===== src/rtl/cnn_concat_pkg.sv =====
// Shared constants and helpers for the multi-input segment concatenator.
package cnn_concat_pkg;

  localparam int DEFAULT_DATA_WIDTH = 32;
  localparam int NUM_IN_MIN         = 2;
  localparam int NUM_IN_MAX         = 8;

  // Ceiling log2 with a floor of 1 so single-value ranges still get a bit.
  function automatic int clog2(input int value);
    int r;
    r = 1;
    for (int i = 1; i < 31; i++) begin
      if ((1 << i) < value) r = i + 1;
    end
    return r;
  endfunction

endpackage


===== src/rtl/cnn_concat_fifo.sv =====
// Synchronous FIFO with show-ahead read data; a write while full is only
// accepted when a pop frees the slot in the same cycle.
module cnn_concat_fifo
  import cnn_concat_pkg::*;
#(
  parameter int DATA_WIDTH = DEFAULT_DATA_WIDTH,
  parameter int DEPTH      = 16,
  localparam int PTR_W     = clog2(DEPTH)
) (
  input  logic                  clk,
  input  logic                  reset,
  input  logic                  wr_en,
  input  logic [DATA_WIDTH-1:0] wr_data,
  input  logic                  rd_en,
  output logic [DATA_WIDTH-1:0] rd_data,
  output logic                  full,
  output logic                  empty,
  output logic [PTR_W:0]        count
);

  logic [DATA_WIDTH-1:0] mem [DEPTH];
  logic [PTR_W-1:0]      wr_ptr;
  logic [PTR_W-1:0]      rd_ptr;
  logic                  do_wr;
  logic                  do_rd;

  assign full    = (count == (PTR_W + 1)'(DEPTH));
  assign empty   = (count == '0);
  assign do_rd   = rd_en && !empty;
  assign do_wr   = wr_en && (!full || do_rd);
  assign rd_data = mem[rd_ptr];

  always_ff @(posedge clk) begin
    if (reset) begin
      wr_ptr <= '0;
      rd_ptr <= '0;
      count  <= '0;
    end else begin
      if (do_wr) wr_ptr <= wr_ptr + PTR_W'(1);
      if (do_rd) rd_ptr <= rd_ptr + PTR_W'(1);
      case ({do_wr, do_rd})
        2'b10:   count <= count + (PTR_W + 1)'(1);
        2'b01:   count <= count - (PTR_W + 1)'(1);
        default: count <= count;
      endcase
    end
  end

  always_ff @(posedge clk) begin
    if (do_wr) mem[wr_ptr] <= wr_data;
  end

endmodule


===== src/rtl/cnn_concat_nin.sv =====
// Round-robin segment concatenator: SEG_LEN elements from each input in turn.
// Optional sticky per-input overflow flags: define CNN_CONCAT_OVF_STATUS_EN.
//
// state        | meaning
// sel_q        | input whose FIFO is currently being drained
// cnt_q        | elements already taken from sel_q in this segment
module cnn_concat_nin
  import cnn_concat_pkg::*;
#(
  parameter int DATA_WIDTH = DEFAULT_DATA_WIDTH,
  parameter int NUM_IN     = 2,
  parameter int SEG_LEN    = 16,
  parameter int FIFO_DEPTH = 16
) (
  input  logic                         clk,
  input  logic                         reset,
  input  logic [NUM_IN-1:0]            valid_in,
  input  logic [NUM_IN*DATA_WIDTH-1:0] in_data,
  output logic [DATA_WIDTH-1:0]        out,
  output logic                         valid_out,
  output logic                         frame_end
`ifdef CNN_CONCAT_OVF_STATUS_EN
  ,
  output logic [NUM_IN-1:0]            ovf
`endif
);

  localparam int SEL_W = clog2(NUM_IN);
  localparam int CNT_W = clog2(SEG_LEN);
  localparam int PTR_W = clog2(FIFO_DEPTH);
  localparam logic [SEL_W-1:0] SEL_LAST = SEL_W'(NUM_IN - 1);
  localparam logic [CNT_W-1:0] CNT_LAST = CNT_W'(SEG_LEN - 1);

  if (NUM_IN < NUM_IN_MIN || NUM_IN > NUM_IN_MAX) begin : g_bad_num_in
    $error("cnn_concat_nin: NUM_IN out of range");
  end
  if (SEG_LEN < 1) begin : g_bad_seg_len
    $error("cnn_concat_nin: SEG_LEN must be at least 1");
  end
  if (FIFO_DEPTH < 2 || (FIFO_DEPTH & (FIFO_DEPTH - 1)) != 0) begin : g_bad_depth
    $error("cnn_concat_nin: FIFO_DEPTH must be a power of 2, at least 2");
  end

  logic [SEL_W-1:0]      sel_q, sel_d;
  logic [CNT_W-1:0]      cnt_q, cnt_d;
  logic                  pop;
  logic                  last_pop;
  logic [NUM_IN-1:0]     wr_en;
  logic [NUM_IN-1:0]     rd_en;
  logic [NUM_IN-1:0]     empty;
  logic [DATA_WIDTH-1:0] rd_data [NUM_IN];
`ifdef CNN_CONCAT_OVF_STATUS_EN
  logic [NUM_IN-1:0]     drop;
`endif

  // Writes are masked during reset so nothing sneaks into a clearing FIFO.
  assign wr_en = reset ? '0 : valid_in;
  assign pop   = !empty[sel_q];

  for (genvar k = 0; k < NUM_IN; k++) begin : g_in
    logic           fifo_full;
    logic [PTR_W:0] fifo_count;
    logic           unused_status;

    assign rd_en[k] = pop && (sel_q == SEL_W'(k));

    cnn_concat_fifo #(
      .DATA_WIDTH (DATA_WIDTH),
      .DEPTH      (FIFO_DEPTH)
    ) u_fifo (
      .clk     (clk),
      .reset   (reset),
      .wr_en   (wr_en[k]),
      .wr_data (in_data[k*DATA_WIDTH +: DATA_WIDTH]),
      .rd_en   (rd_en[k]),
      .rd_data (rd_data[k]),
      .full    (fifo_full),
      .empty   (empty[k]),
      .count   (fifo_count)
    );

    assign unused_status = ^{fifo_count, fifo_full};
`ifdef CNN_CONCAT_OVF_STATUS_EN
    assign drop[k] = wr_en[k] && fifo_full && !rd_en[k];
`endif
  end

  always_ff @(posedge clk) begin
    if (reset) begin
      sel_q <= '0;
      cnt_q <= '0;
    end else begin
      sel_q <= sel_d;
      cnt_q <= cnt_d;
    end
  end

  always_comb begin
    sel_d    = sel_q;
    cnt_d    = cnt_q;
    last_pop = 1'b0;
    if (pop) begin
      if (cnt_q == CNT_LAST) begin
        cnt_d    = '0;
        sel_d    = (sel_q == SEL_LAST) ? '0 : sel_q + SEL_W'(1);
        last_pop = (sel_q == SEL_LAST);
      end else begin
        cnt_d = cnt_q + CNT_W'(1);
      end
    end
  end

  always_ff @(posedge clk) begin
    if (reset) begin
      out       <= '0;
      valid_out <= 1'b0;
      frame_end <= 1'b0;
    end else begin
      valid_out <= pop;
      frame_end <= last_pop;
      if (pop) out <= rd_data[sel_q];
    end
  end

`ifdef CNN_CONCAT_OVF_STATUS_EN
  always_ff @(posedge clk) begin
    if (reset) ovf <= '0;
    else       ovf <= ovf | drop;
  end
`endif

endmodule


===== config.mk =====
export PLATFORM = sky130hd
export DESIGN_NAME = cnn_concat_nin
export DESIGN_NICKNAME = d
export VERILOG_FILES = /design/src/rtl/cnn_concat_pkg.sv /design/src/rtl/cnn_concat_fifo.sv /design/src/rtl/cnn_concat_nin.sv
export SDC_FILE = /design/constraint.sdc
export NUM_CORES = 1
export LEC_CHECK = 0
export CAP_MARGIN = 20
export CORE_ASPECT_RATIO = 1.2
export CORE_MARGIN = 1
export CORE_UTILIZATION = 60
export CTS_CLUSTER_DIAMETER = 200
export DETAILED_ROUTE_END_ITERATION = 12
export DONT_BUFFER_PORTS = 1
export GPL_TIMING_DRIVEN = 1
export PLACE_DENSITY = 0.76
export SLEW_MARGIN = 10
export SYNTH_ARGS = -nofsm -noshare
export SYNTH_HDL_FRONTEND = slang
export SYNTH_SLANG_ARGS = --single-unit

===== constraint.sdc =====
create_clock -name clk -period 6.6 [get_ports clk]
set_clock_uncertainty 0.2 [all_clocks]
set_input_delay 1.32 -clock clk [delete_from_list [all_inputs] [get_ports clk]]
set_output_delay 1.32 -clock clk [all_outputs]
set_load 0.02 [all_outputs]

==> results by group <==
Setup path
  – Crit path max fanout: 22
  – Delay-heaviest family, CP: flip-flops
  – CP cell instances: nand2b_1 -> o21ai_2 -> nor2_1 -> inv_1 -> ha_1 -> xor2_1 -> ha_1 -> nand2b_1 -> a21boi_0 -> o21a_1 -> or4_1 -> a21oi_1
  – Crit path launch type: flip-flop
  – CP max stage delay: between 900 and 1000 ps
  – WP data arrival: around 4000 ps
  – CP bufs+invs: 1
  – CP Depth: 12
  – Slowest stage cell, crit path: dfxtp_1
  – R2r endpoint: g_in[1].u_fifo.count[4]
  – CP Class: flip-flop to flip-flop
  – RR Startpoint: sel_q
  – CP startpoint: sel_q
  – Setup slack, reg-to-reg: between 2000 and 3000 ps
  – Worst path required time: approximately 7000 ps
  – Cells on worst reg2reg path: 12
  – Crit end category: flip-flop

Cells and area
  – Multi-input combinational cell area: between 0.009 and 0.01 mm^2
  – Fin nets: ~2200
  – Most frequent cells in the layout: edfxtp_1 (1024), mux4_2 (226), mux2i_1 (120)
  – Final-layout fill cell count: between 4000 and 5000
  – Antenna cells: 0
  – Layout cells sized above 1: ~22%
  – Sequential Area: roughly 0.032 mm^2
  – Most common cell after layout, fill and taps aside: edfxtp_1
  – Layout area overhead: 10.46%

Routing
  – WL final: ~92 mm
  – Via count: between 20000 and 25000
  – ANT nets after route: 0
  – Iteration-0 DRC Markers: ~2300
  – WL/cell: 29.73 um
  – Pre-Repair DR Iteration Count: 5
  – Vias per cell: approximately 6.7
  – DRC violations left: 0

Die
  – Die Span X: between 200 and 250 um
  – Die Ht: approximately 300 um
  – Die area: about 0.07 mm^2
  – Io pins: approximately 100
  – Total core area: 0.07003 mm^2
  – Initial core utilization: between 60% and 70%
  – # rows: roughly 110

STA
  – Setup TNS Final: 0 ps
  – Final period util: between 50% and 60%
  – Max-slew violations: 0
  – RSZ-0062 raised after global routing: false
  – Worst-margin pin slew: 1143 ps
  – Fin. Hold Viols: 0
  – Minimum clock period: 3631 ps
  – Slew margin rel.: between 20% and 30%
  – Fmax: ~280 MHz
  – Final setup vio count: 0

Synthesis
  – Asr flop ratio synth: 0%
  – Post-synth top area share: 72.11%
  – Number of flops mapped to enable cells by yosys: 1024
  – Cell Area, Synth: ~0.043 mm^2
  – Synth top area cells: edfxtp_1 (72%), mux4_2 (12%), dfxtp_1 (3.4%)
  – Mean area per synthesized cell: slightly above 20 um^2
  – Register area share after synthesis: 75.54%
  – Syn Inst Count: just over 2000
  – Syn. warnings: 0
  – Net count after synthesis: ~2200
  – Post-synth cell types: 64
  – Yosys reg bits: roughly 1100
  – Top FF cell, synth: edfxtp_1
  – Yosys top cell by area: edfxtp_1

Clocking
  – Num CTS Buffers: 99
  – Hold bufs inserted after CTS: 0
  – CTS clk-pin slew, worst paths: roughly 60 ps
  – CTS Root Cell: clkbuf_16
  – Postcts setup bufs: 0
  – Clk sinks: ~1100
  – CTS tree: yes
  – CTS Buffer Depth: 3
  – Worst skew pair latency: around 670 ps
  – H-tree Lvls: 3
  – Post-cts sizing count: 0

Worst hold path
  – Min-delay worst type: flip-flop to flip-flop
  – Hold endpoint: g_in[1].u_fifo.count[3]
  – Hold Path Stages: 2
  – Hold_sp: g_in[1].u_fifo.count[3]

Pwr
  – Sequential Power Share: 50.6%
  – Clock network fraction of total power: 37.8%
  – Leak: around 0.014 uW
  – Comb pwr share: a little under an eighth
  – Sw Pwr: ~3800 uW
  – Pint: around 12000 uW
  – PnR Total Power: 15980 uW
  – Maximum VDD drop: approximately 0.35 mV
  – PwrDens: about 340 mW/mm^2
  – Sw Share: a little under a quarter

Outcome
  – Outcome: complete, no violations

Placed design
  – RePlAce Congestion: 0.8422
  – Post-DP HPWL: 52.17 mm
  – I/O Buffers: 0

Global route
  – Vias in the first global route: 21360
  – Gr usage total: between 20% and 30%
  – Largest net degree at the start of global routing: around 140
  – First-pass GRT wire length: around 140 mm
  – GR Overflow Total: 0
  – Initial antenna violation count: 0

Flow run
  – Max-cap violations: 0
synthesized netlist by cell type (all sizes together) (3+ instances only):
master   count
o2111ai      9
nand4        3
and2        33
o21ai       46
mux2        11
nor2        47
xnor2        7
nand2b      15
a221oi      20
nand2        9
nor3        31
nand3       44
a21boi       3
or4          3
mux2i      121
xor2        11
a211oi      33
a22oi       26
buf         79
clkbuf      39
and3         5
ha          18
o22ai       14
o31ai        3
a21oi       11
mux4       226
a21o         3
edfxtp    1024
inv         14
nor3b       22
o211ai       5
a32o        25
nor2b       12
dfxtp       73
a211o        7
per-stage QoR:
stage                     hold slack [ps]  instance area [um^2]  worst slack (ps)  utilization [%]  std cells
after floorplan                     257.6                 42640              1090                -       2074
after global placement              261.2                 43470              2653            62.08       2899
after detailed placement            285.7                 43500              2561            62.12       2900
after CTS                           299.4                 46960              3035            67.05       3087
after global routing                301.9                 47100              2816            67.27       3094
final                               295.2                 47100              2969            67.27       3094
sequential cells by signal (all words and copies together), names as in the netlist, named ones only:
register            cells
cnt_q                   4
frame_end               1
g_in.u_fifo.count      10
g_in.u_fifo.mem      1024
g_in.u_fifo.rd_ptr      8
g_in.u_fifo.wr_ptr      8
out                    32
sel_q                   1
valid_out               1
final cells by class:
class                      count  share of cell area [%]
sequential                  1097                   68.43
multi-input combinational    844                   20.83
clock buffer                 126                   5.653
tap                          918                   2.438
clock inverter                61                   1.681
timing repair buffer          33                  0.8500
inverter                      15                  0.1195
worst max path at each step:
stage                                            end  slack (ps)
after floorplan             g_in[1].u_fifo.mem[3][0]        1090
after global placement    g_in[0].u_fifo.mem[12][28]        2650
after detailed placement  g_in[0].u_fifo.mem[13][24]        2560
after CTS                    g_in[1].u_fifo.count[4]        3030
after global routing         g_in[1].u_fifo.count[4]        2820
final                        g_in[1].u_fifo.count[4]        2970
power by group through the flow:
stage	clock network, uW	registers, uW	logic (uW)
final	6040	8080	1860
after global routing	6360	8090	1990
after CTS	6100	8080	1860
after detailed placement	0	8230	1850
after global placement	0	8220	1790
after floorplan	0	8080	1520
worst reg2reg max path, stage by stage, from the launching register on:
cell,delay (ps)
dfxtp_1,990
nand2b_1,220
o21ai_2,110
nor2_1,150
inv_1,150
ha_1,310
xor2_1,180
ha_1,220
nand2b_1,80
a21boi_0,90
o21a_1,190
or4_1,480
a21oi_1,180
kinds of logic after synthesis:
family | synth area share, %
flops | 75.54
buf+inv | 1.684
mux | 15.08
xor+xnor | 0.3697
fa+ha+maj | 0.5751
compound gates | 3.688
simple gates | 3.072
metal layers:
metal | part of all wire (%) | global-route usage [%] | up-vias
met5 | 0 | 0 | -
met4 | 3.1 | 9.711 | 0
met3 | 7.7 | 5.344 | 174
met2 | 52 | 44.58 | 929
met1 | 37 | 33.12 | 10830
li1 | - | - | 8673
No activity file was read; power rests on OpenSTA's default activity.
